==> src/rtl/fwd_hazard_unit.sv <==
// fwd_hazard_unit: forwarding and load-use hazard unit for a 5-stage pipeline.
// The unit tracks in-flight writers in its own shadow EX/MEM/WB tag stages.
// From those stages it produces EX operand forwarding selects, a one-cycle
// load-use stall and ID-stage write-through bypass flags.
// Optional statistics counters: define FWD_HAZARD_STATS_EN to build them.
// With the macro undefined, stall_cnt/fwd_cnt read zero and no counter flops exist.
module fwd_hazard_unit #(
  parameter int REG_AW  = 5,
  parameter int NUM_SRC = 2,
  parameter int STATS_W = 16
) (
  input  logic                        clk,
  input  logic                        rst_n,
  input  logic                        id_valid,
  input  logic [NUM_SRC*REG_AW-1:0]   id_src,
  input  logic [NUM_SRC-1:0]          id_src_used,
  input  logic [REG_AW-1:0]           id_dest,
  input  logic                        id_regwrite,
  input  logic                        id_is_load,
  input  logic                        flush,
  output logic                        stall,
  output logic [2*NUM_SRC-1:0]        fwd_sel,
  output logic [NUM_SRC-1:0]          id_bypass,
  output logic [STATS_W-1:0]          stall_cnt,
  output logic [STATS_W-1:0]          fwd_cnt
);

  // Shadow EX stage
  logic                      ex_valid_q, ex_valid_d;
  logic                      ex_regwrite_q, ex_regwrite_d;
  logic                      ex_is_load_q, ex_is_load_d;
  logic [REG_AW-1:0]         ex_dest_q, ex_dest_d;
  logic [NUM_SRC*REG_AW-1:0] ex_src_q, ex_src_d;
  logic [NUM_SRC-1:0]        ex_src_used_q, ex_src_used_d;

  // Shadow MEM stage
  logic                      mem_valid_q;
  logic                      mem_regwrite_q;
  logic                      mem_is_load_q;
  logic [REG_AW-1:0]         mem_dest_q;

  // Shadow WB stage. Nothing reads the WB load flag, so it is not stored.
  logic                      wb_valid_q;
  logic                      wb_regwrite_q;
  logic [REG_AW-1:0]         wb_dest_q;

  logic                      src_hit;
  logic                      ex_accept;
  logic [REG_AW-1:0]         fwd_reg;
  logic [REG_AW-1:0]         byp_reg;

  // True when a stage with these tags will write register r (r0 never counts)
  function automatic logic writer_match(input logic v, input logic rw,
                                        input logic [REG_AW-1:0] d,
                                        input logic [REG_AW-1:0] r);
    return v && rw && (d != '0) && (d == r);
  endfunction

  // Load-use detection: does any used ID operand read the load in EX?
  always_comb begin
    src_hit = 1'b0;
    for (int k = 0; k < NUM_SRC; k++) begin
      if (id_src_used[k] && (id_src[k*REG_AW +: REG_AW] == ex_dest_q))
        src_hit = 1'b1;
    end
  end

  assign stall = id_valid && !flush && ex_valid_q && ex_is_load_q &&
                 ex_regwrite_q && (ex_dest_q != '0) && src_hit;

  assign ex_accept = id_valid && !stall && !flush;

  // Next EX contents: the ID instruction when it advances, otherwise a bubble
  always_comb begin
    ex_valid_d    = 1'b0;
    ex_regwrite_d = 1'b0;
    ex_is_load_d  = 1'b0;
    ex_dest_d     = '0;
    ex_src_d      = '0;
    ex_src_used_d = '0;
    if (ex_accept) begin
      ex_valid_d    = 1'b1;
      ex_regwrite_d = id_regwrite;
      ex_is_load_d  = id_is_load;
      ex_dest_d     = id_dest;
      ex_src_d      = id_src;
      ex_src_used_d = id_src_used;
    end
  end

  // Advance the shadow tag pipeline; reset empties every stage
  always_ff @(posedge clk) begin
    if (!rst_n) begin
      ex_valid_q     <= 1'b0;
      ex_regwrite_q  <= 1'b0;
      ex_is_load_q   <= 1'b0;
      ex_dest_q      <= '0;
      ex_src_q       <= '0;
      ex_src_used_q  <= '0;
      mem_valid_q    <= 1'b0;
      mem_regwrite_q <= 1'b0;
      mem_is_load_q  <= 1'b0;
      mem_dest_q     <= '0;
      wb_valid_q     <= 1'b0;
      wb_regwrite_q  <= 1'b0;
      wb_dest_q      <= '0;
    end else begin
      ex_valid_q     <= ex_valid_d;
      ex_regwrite_q  <= ex_regwrite_d;
      ex_is_load_q   <= ex_is_load_d;
      ex_dest_q      <= ex_dest_d;
      ex_src_q       <= ex_src_d;
      ex_src_used_q  <= ex_src_used_d;
      mem_valid_q    <= ex_valid_q;
      mem_regwrite_q <= ex_regwrite_q;
      mem_is_load_q  <= ex_is_load_q;
      mem_dest_q     <= ex_dest_q;
      wb_valid_q     <= mem_valid_q;
      wb_regwrite_q  <= mem_regwrite_q;
      wb_dest_q      <= mem_dest_q;
    end
  end

  // EX operand selects: youngest non-load writer (MEM) first, then WB.
  // A MEM load match falls through; the stall already kept a real consumer back.
  always_comb begin
    fwd_sel = '0;
    fwd_reg = '0;
    for (int k = 0; k < NUM_SRC; k++) begin
      fwd_reg = ex_src_q[k*REG_AW +: REG_AW];
      if (ex_src_used_q[k] && (fwd_reg != '0)) begin
        if (writer_match(mem_valid_q, mem_regwrite_q, mem_dest_q, fwd_reg) &&
            !mem_is_load_q)
          fwd_sel[2*k +: 2] = 2'b10;
        else if (writer_match(wb_valid_q, wb_regwrite_q, wb_dest_q, fwd_reg))
          fwd_sel[2*k +: 2] = 2'b01;
      end
    end
  end

  // ID write-through: operand reads the register WB is writing this cycle
  always_comb begin
    id_bypass = '0;
    byp_reg   = '0;
    for (int k = 0; k < NUM_SRC; k++) begin
      byp_reg      = id_src[k*REG_AW +: REG_AW];
      id_bypass[k] = id_valid && id_src_used[k] &&
                     writer_match(wb_valid_q, wb_regwrite_q, wb_dest_q, byp_reg);
    end
  end

`ifdef FWD_HAZARD_STATS_EN
  logic [STATS_W-1:0] stall_cnt_q;
  logic [STATS_W-1:0] fwd_cnt_q;

  // Saturating event counters for stall cycles and forwarding cycles
  always_ff @(posedge clk) begin
    if (!rst_n) begin
      stall_cnt_q <= '0;
      fwd_cnt_q   <= '0;
    end else begin
      if (stall && (stall_cnt_q != '1))
        stall_cnt_q <= stall_cnt_q + 1'b1;
      if ((|fwd_sel) && (fwd_cnt_q != '1))
        fwd_cnt_q <= fwd_cnt_q + 1'b1;
    end
  end

  assign stall_cnt = stall_cnt_q;
  assign fwd_cnt   = fwd_cnt_q;
`else
  assign stall_cnt = '0;
  assign fwd_cnt   = '0;
`endif

endmodule

==> config.mk <==
export PLATFORM = sky130hd
export DESIGN_NAME = fwd_hazard_unit
export DESIGN_NICKNAME = d
export VERILOG_FILES = /design/src/rtl/fwd_hazard_unit.sv
export SDC_FILE = /design/constraint.sdc
export NUM_CORES = 1
export LEC_CHECK = 0
export ABC_AREA = 1
export BUFFER_PORTS_ARGS = -buffer_cell sky130_fd_sc_hd__buf_2
export CAP_MARGIN = 20
export CORE_MARGIN = 4
export CORE_UTILIZATION = 55
export DETAILED_ROUTE_END_ITERATION = 8
export PLACE_DENSITY_LB_ADDON = 0.12
export SLEW_MARGIN = 30
export SYNTH_ARGS = -nofsm -noshare
export SYNTH_HDL_FRONTEND = slang
export SYNTH_SLANG_ARGS = --single-unit
==> constraint.sdc <==
create_clock -name clk -period 2.4 [get_ports clk]
set_input_delay 0.24 -clock clk [delete_from_list [all_inputs] [get_ports clk]]
set_output_delay 0.24 -clock clk [all_outputs]
set_load 0.005 [all_outputs]
==> summary.txt, run 1 <==
Outcome
  • Outcome: complete, no violations

Global route
  • Total grt overflow: 0
  • Initial antenna violation count: 0
  • First-pass GRT wire length: 6760 um
  • GRT Overall Usage: 19.7%
  • Vias in the first global route: 1561
  • Largest net degree at the start of global routing: 21

Clock network
  • CTS resizes: 0
  • Root Driver: clkbuf_4
  • Clk slew on worst S/H paths: 0.10 ns
  • CTS Hold Bufs: 0
  • Post-CTS Setup Bufs: 0
  • Number of H-tree levels: 2
  • TritonCTS Sinks: 35
  • CTS Buf Count: 5
  • Clock buffer depth: 2
  • Clock tree from TritonCTS: yes
  • Clk Latency, worst-skew pair: 0.33 ns

Timing
  • Post-route clock period utilization: 76.7%
  • Setup TNS: 0 ns
  • Setup Viol. Count Final: 0
  • Setup Skew: 0.00679 ns
  • Max Slew Vio Count: 0
  • Min cycle time layout: 1.84 ns
  • Final hold vios: 0
  • RSZ-0062 raised after global routing: false
  • Max Clock Freq: 544 MHz
  • Worst hold margin: 0.114 ns

Yosys
  • Syn Inst Count: 296
  • Synth area leader: dfxtp_1
  • Area share of the largest cell type after synthesis: 35.1%
  • Post-synth cell types: 24
  • Mean area per synthesized cell: 6.75 sq um
  • Synth warnings: 0
  • FF+latch count, synth: 35
  • Synth area leaders: dfxtp_1 (35%), nand2_1 (13%), buf_4 (12%)
  • Area of the mapped netlist: 0.00200 sq mm
  • Sequential share of the synthesized area: 35.1%

Detailed routing
  • Vias per std cell: 4.55
  • Vias: 1693
  • Drt initial violations: 81
  • ANT nets after route: 0
  • WL per Instance: 11.2 um
  • DRC: 0
  • TritonRoute pass-1 iters: 4
  • Total wire length: 4170 um

Floorplan
  • Die height: 68.3 um
  • Core area: 0.00342 sq mm
  • IO Pins: 62
  • Initial Utilization: 58.5%
  • FP Rows: 21
  • Die Area: 0.00466 sq mm
  • Die X: 68.3 um

Min path
  • Worst Hold Depth: 3
  • Hold crit path type: input port to register
  • Hold_sp: id_regwrite

Place
  • Hpwl dp: 3360 um
  • Gpl congestion: 0.871
  • # port buffers: 29

Finish
  • Commonest non-fill, non-tap cell in the layout: nand2_1
  • Filler instances: 349
  • Share of cells above drive strength 1: 16.0%
  • Synth-to-layout area growth: 5.83%
  • Most frequent cells in the layout: nand2_1 (67), inv_1 (52), dfxtp_1 (35)
  • Inserted Diodes: 0
  • Final Net Count: 348

Critical path
  • Critical path arrival: 1.60 ns
  • Worst reg2reg path depth: 9
  • CP Launch Type: register
  • Crit end category: output port
  • Reg-to-reg startpoint: ex_dest_q[2]
  • CP Class: register to output port
  • CP Data Required Time: 2.16 ns
  • Worst-path maximum fanout: 5
  • Worst Setup SP: wb_dest_q[2]

Power and ir drop
  • Power density over the cells: 551 mW/mm^2
  • Worst IR drop on VDD: 0.417 mV
  • Leak: 1.23 nW

Job
  • Max Cap Viol: 0
[layout make-up]
class | count | area [sq um] | area share (%)
clock buffers | 6 | 51.3 | 2.43
clock inverters | 2 | 35.0 | 1.66
inverters | 54 | 203 | 9.59
multi-input cells | 200 | 921 | 43.6
flip-flops and latches | 35 | 701 | 33.2
well taps | 46 | 57.6 | 2.72
repair buffers | 29 | 145 | 6.87
[power breakdown]
group,switching [mW],leakage (nW),total [mW],internal (mW)
Clock,0.189,0.0482,0.435,0.246
Combinational,0.0760,0.895,0.122,0.0456
Sequential,0.0140,0.284,0.607,0.593
Total,0.279,1.23,1.16,0.885
[path summary, 6_finish.rpt]
| kind | endpoint | slack (ns) |
|---|---|---|
| worst min register to register | mem_regwrite_q | 0.43 |
| worst min-delay path | ex_regwrite_q | 0.11 |
| worst max register to register | ex_src_q[3] | 1.00 |
| worst max-delay path | fwd_sel[0] | 0.56 |
[through the flow]
stage / setup slack, ns / cells / area [sq um] / total power [mW] / util [%]
global placement: 0.925 / 364 / 2030 / 0.740 / 59.3
detailed placement: 0.903 / 364 / 2030 / 0.741 / 59.3
floorplan: 1.19 / 327 / 2110 / 0.742 / -
finish: 0.560 / 372 / 2110 / 1.16 / 61.9
CTS: 0.524 / 372 / 2110 / 1.18 / 61.9
global route: 0.379 / 372 / 2110 / 1.23 / 61.9
[sequential cells by signal, indices dropped and copies added (netlist names)]
signal,cells
ex_dest_q,5
ex_is_load_q,1
ex_regwrite_q,1
ex_src_q,10
ex_src_used_q,2
ex_valid_q,1
mem_dest_q,5
mem_is_load_q,1
mem_regwrite_q,1
mem_valid_q,1
wb_dest_q,5
wb_regwrite_q,1
wb_valid_q,1
[kinds of logic after synthesis]
kind of cell | count (synthesis) | synth area share (%)
AND/OR/NAND/NOR | 139 | 29.6
buffers and inverters | 92 | 24.6
AO/OA/AOI/OAI | 15 | 4.32
flip-flops | 35 | 35.1
XOR/XNOR | 14 | 6.14
other | 1 | 0.188
[worst max-delay path, stage by stage (launching register included)]
cell and delay (ns):
dfxtp_1 0.48, inv_1 0.13, nand3_1 0.10, nand3_1 0.16
nor2_1 0.15, nand2_1 0.06, nor2_1 0.08, buf_2 0.11
[Yosys cell counts]
cell,n
a21oi_1,4
buf_12,1
buf_2,2
buf_4,32
buf_6,1
clkbuf_1,2
conb_1,1
dfxtp_1,35
inv_1,52
inv_2,2
nand2_1,67
nand2_2,1
nand2_4,1
nand3_1,17
nand4_1,1
nor2_1,34
nor2_2,10
nor3_1,7
o211ai_1,2
o21ai_0,4
o22ai_1,5
or2_2,1
xnor2_1,10
xor2_1,4
[metal layers]
| metal | GRT usage [%] | routed length [um] | up-vias |
|---|---|---|---|
| met5 | 0 | 0 | - |
| met4 | 7.94 | 78 | 0 |
| met3 | 3.94 | 235 | 9 |
| met2 | 33.3 | 2020 | 61 |
| met1 | 24.1 | 1840 | 745 |
| li1 | - | - | 878 |
No activity file was read; power rests on OpenSTA's default activity.
==> run 2: changes to the inputs <==
- CORE_UTILIZATION: 55 -> 51
- clock period: 2.4 -> 1.7 ns (I/O delays scaled with it)
==> summary.txt, run 2 (synthesis results as in run 1) <==
Timing
  • Max Slew Vio Count: 0 (unchanged)
  • Worst setup margin: 0.126 ns (-0.434 ns)
  • Setup Skew: 0.00498 ns (-0.00181 ns)
  • Min cycle time layout: 1.57 ns
  • Post-route clock period utilization: 92.6%
  • Max Clock Freq: 636 MHz
  • Setup Viol. Count Final: 0 (unchanged)
  • Final hold vios: 0 (unchanged)

Min path
  • Hold crit path type: input port to register

Detailed routing
  • Vias: 1649 (-2.6%)
  • Drt initial violations: 53 (-35%)
  • Total wire length: 4250 um (+2.1%)
  • ANT nets after route: 0 (unchanged)
  • WL per Instance: 11.4 um (+1.6%)
  • TritonRoute pass-1 iters: 4 (unchanged)
  • DRC: 0 (unchanged)
  • Vias per std cell: 4.41 (-3.1%)

Finish
  • Largest Register: ex_src_q
  • Sequential cell area: 717 sq um (+2.3%)
  • Most frequent cells in the layout: nand2_1 (67), inv_1 (51), nor2_1 (34)
  • Multi-input gate area: 926 sq um (+0.54%)
  • Largest register FFs: 10 (unchanged)
  • Final Net Count: 349 (+0.29%)
  • Inserted Diodes: 0 (unchanged)
  • Share of cells above drive strength 1: 19.3% (+3.4 points)
  • Final core utilization: 57.7% (-4.1 points)
  • Synth-to-layout area growth: 7.46%
  • Filler instances: 394 (+13%)
  • Commonest non-fill, non-tap cell in the layout: nand2_1
  • Post-route insts no fill: 374 (+0.54%)

Global route
  • GRT Overall Usage: 17.8% (-1.8 points)
  • Total grt overflow: 0 (unchanged)
  • Vias in the first global route: 1588 (+1.7%)
  • First-pass GRT wire length: 6910 um (+2.2%)
  • Largest net degree at the start of global routing: 21 (unchanged)
  • Initial antenna violation count: 0 (unchanged)

Clock network
  • Clock buffer depth: 2 (unchanged)
  • Clk Latency, worst-skew pair: 0.28 ns (-0.05 ns)
  • Root Driver: clkbuf_8
  • Post-CTS Setup Bufs: 0 (unchanged)
  • Number of H-tree levels: 2 (unchanged)
  • CTS Buf Count: 5 (unchanged)
  • Clock tree from TritonCTS: yes
  • CTS Hold Bufs: 0 (unchanged)
  • TritonCTS Sinks: 35 (unchanged)
  • Clk slew on worst S/H paths: 0.06 ns (-0.04 ns)

Critical path
  • CP Data Required Time: 1.53 ns (-0.63 ns)
  • Crit end category: output port
  • Worst-path maximum fanout: 5 (unchanged)
  • CP Class: register to output port
  • CP Launch Type: register
  • Critical path arrival: 1.40 ns (-0.20 ns)

Place
  • Hpwl dp: 3430 um (+2.3%)
  • Gpl congestion: 0.854 (-2.0%)
  • Pre-CTS setup slack: 0.231 ns (-0.672 ns)
  • # port buffers: 29 (unchanged)
  • Placed Cells: 367 (+0.82%)

Job
  • Max Cap Viol: 0 (unchanged)

Floorplan
  • Die Area: 0.00498 sq mm (+6.9%)
  • Die height: 70.6 um (+3.4%)
  • IO Pins: 62 (unchanged)
  • FP Rows: 22 (+4.8%)
  • Initial Utilization: 53.7% (-4.7 points)
  • Die X: 70.6 um (+3.4%)
  • Core area: 0.00372 sq mm (+8.8%)

Power and ir drop
  • Leak: 1.24 nW (+0.61%)
  • Worst IR drop on VDD: 0.429 mV (+2.8%)
  • Power density over the cells: 759 mW/mm^2 (+38%)

Outcome
  • Outcome: complete, no violations
==> run 2: per-stage QoR <==
step / setup TNS, ns / instance area [sq um] / power, mW / hold WS, ns
after floorplan: 0 / 2110 / 1.05 / 0.282
after global routing: -0.000399 / 2150 / 1.71 / 0.109
after global placement: 0 / 2040 / 1.05 / 0.390
after detailed placement: 0 / 2040 / 1.05 / 0.391
after CTS: 0 / 2130 / 1.64 / 0.0897
final: 0 / 2150 / 1.63 / 0.0979
==> run 2: path summary, 6_finish.rpt <==
kind | start | endpoint | slack, ns | depth (start not counted)
worst max-delay path | wb_dest_q[3] | fwd_sel[2] | 0.13 | 7
worst max register to register | ex_dest_q[1] | ex_src_q[1] | 0.32 | 9
worst min register to register | ex_dest_q[0] | mem_dest_q[0] | 0.43 | 2
worst min-delay path | id_regwrite | ex_regwrite_q | 0.1 | 3
==> run 2: timing repair <==
item | CTS | global route
gates resized for setup | 5 | 8
endpoints found under the setup margin | 2 | 4
pin swaps | 0 | 1
==> run 2: final cells by class <==
cell class | instances | area share [%]
clock buffer | 6 | 3.85
clock inverter | 1 | 0.233
tap | 48 | 2.80
multi-input combinational | 200 | 43.1
sequential | 35 | 33.4
inverter | 54 | 9.45
timing repair buffer | 30 | 7.11
==> run 2: worst max-delay path: stages, from the launching register on <==
cell and delay [ns]:
dfxtp_2 0.39, inv_1 0.11, nand2_1 0.07, nand4_1 0.09, nor3_1 0.19, nand2_1 0.07, nor2_1 0.09, buf_2 0.11
==> run 2: report_power, final <==
part / internal, mW / switching (mW) / total, mW
Clock: 0.317 / 0.280 / 0.598
Sequential: 0.836 / 0.0194 / 0.855
Combinational: 0.0661 / 0.109 / 0.175
==> run 2: per-layer routing <==
layer | up-vias | part of all wire, % | wire (um) | track usage [%]
li1 | 873 | - | - | -
met1 | 701 | 44 | 1890 | 21.5
met2 | 65 | 46 | 1980 | 29.1
met3 | 10 | 7.2 | 308 | 5.54
met4 | 0 | 1.9 | 80 | 8.35
met5 | - | 0 | 0 | 0
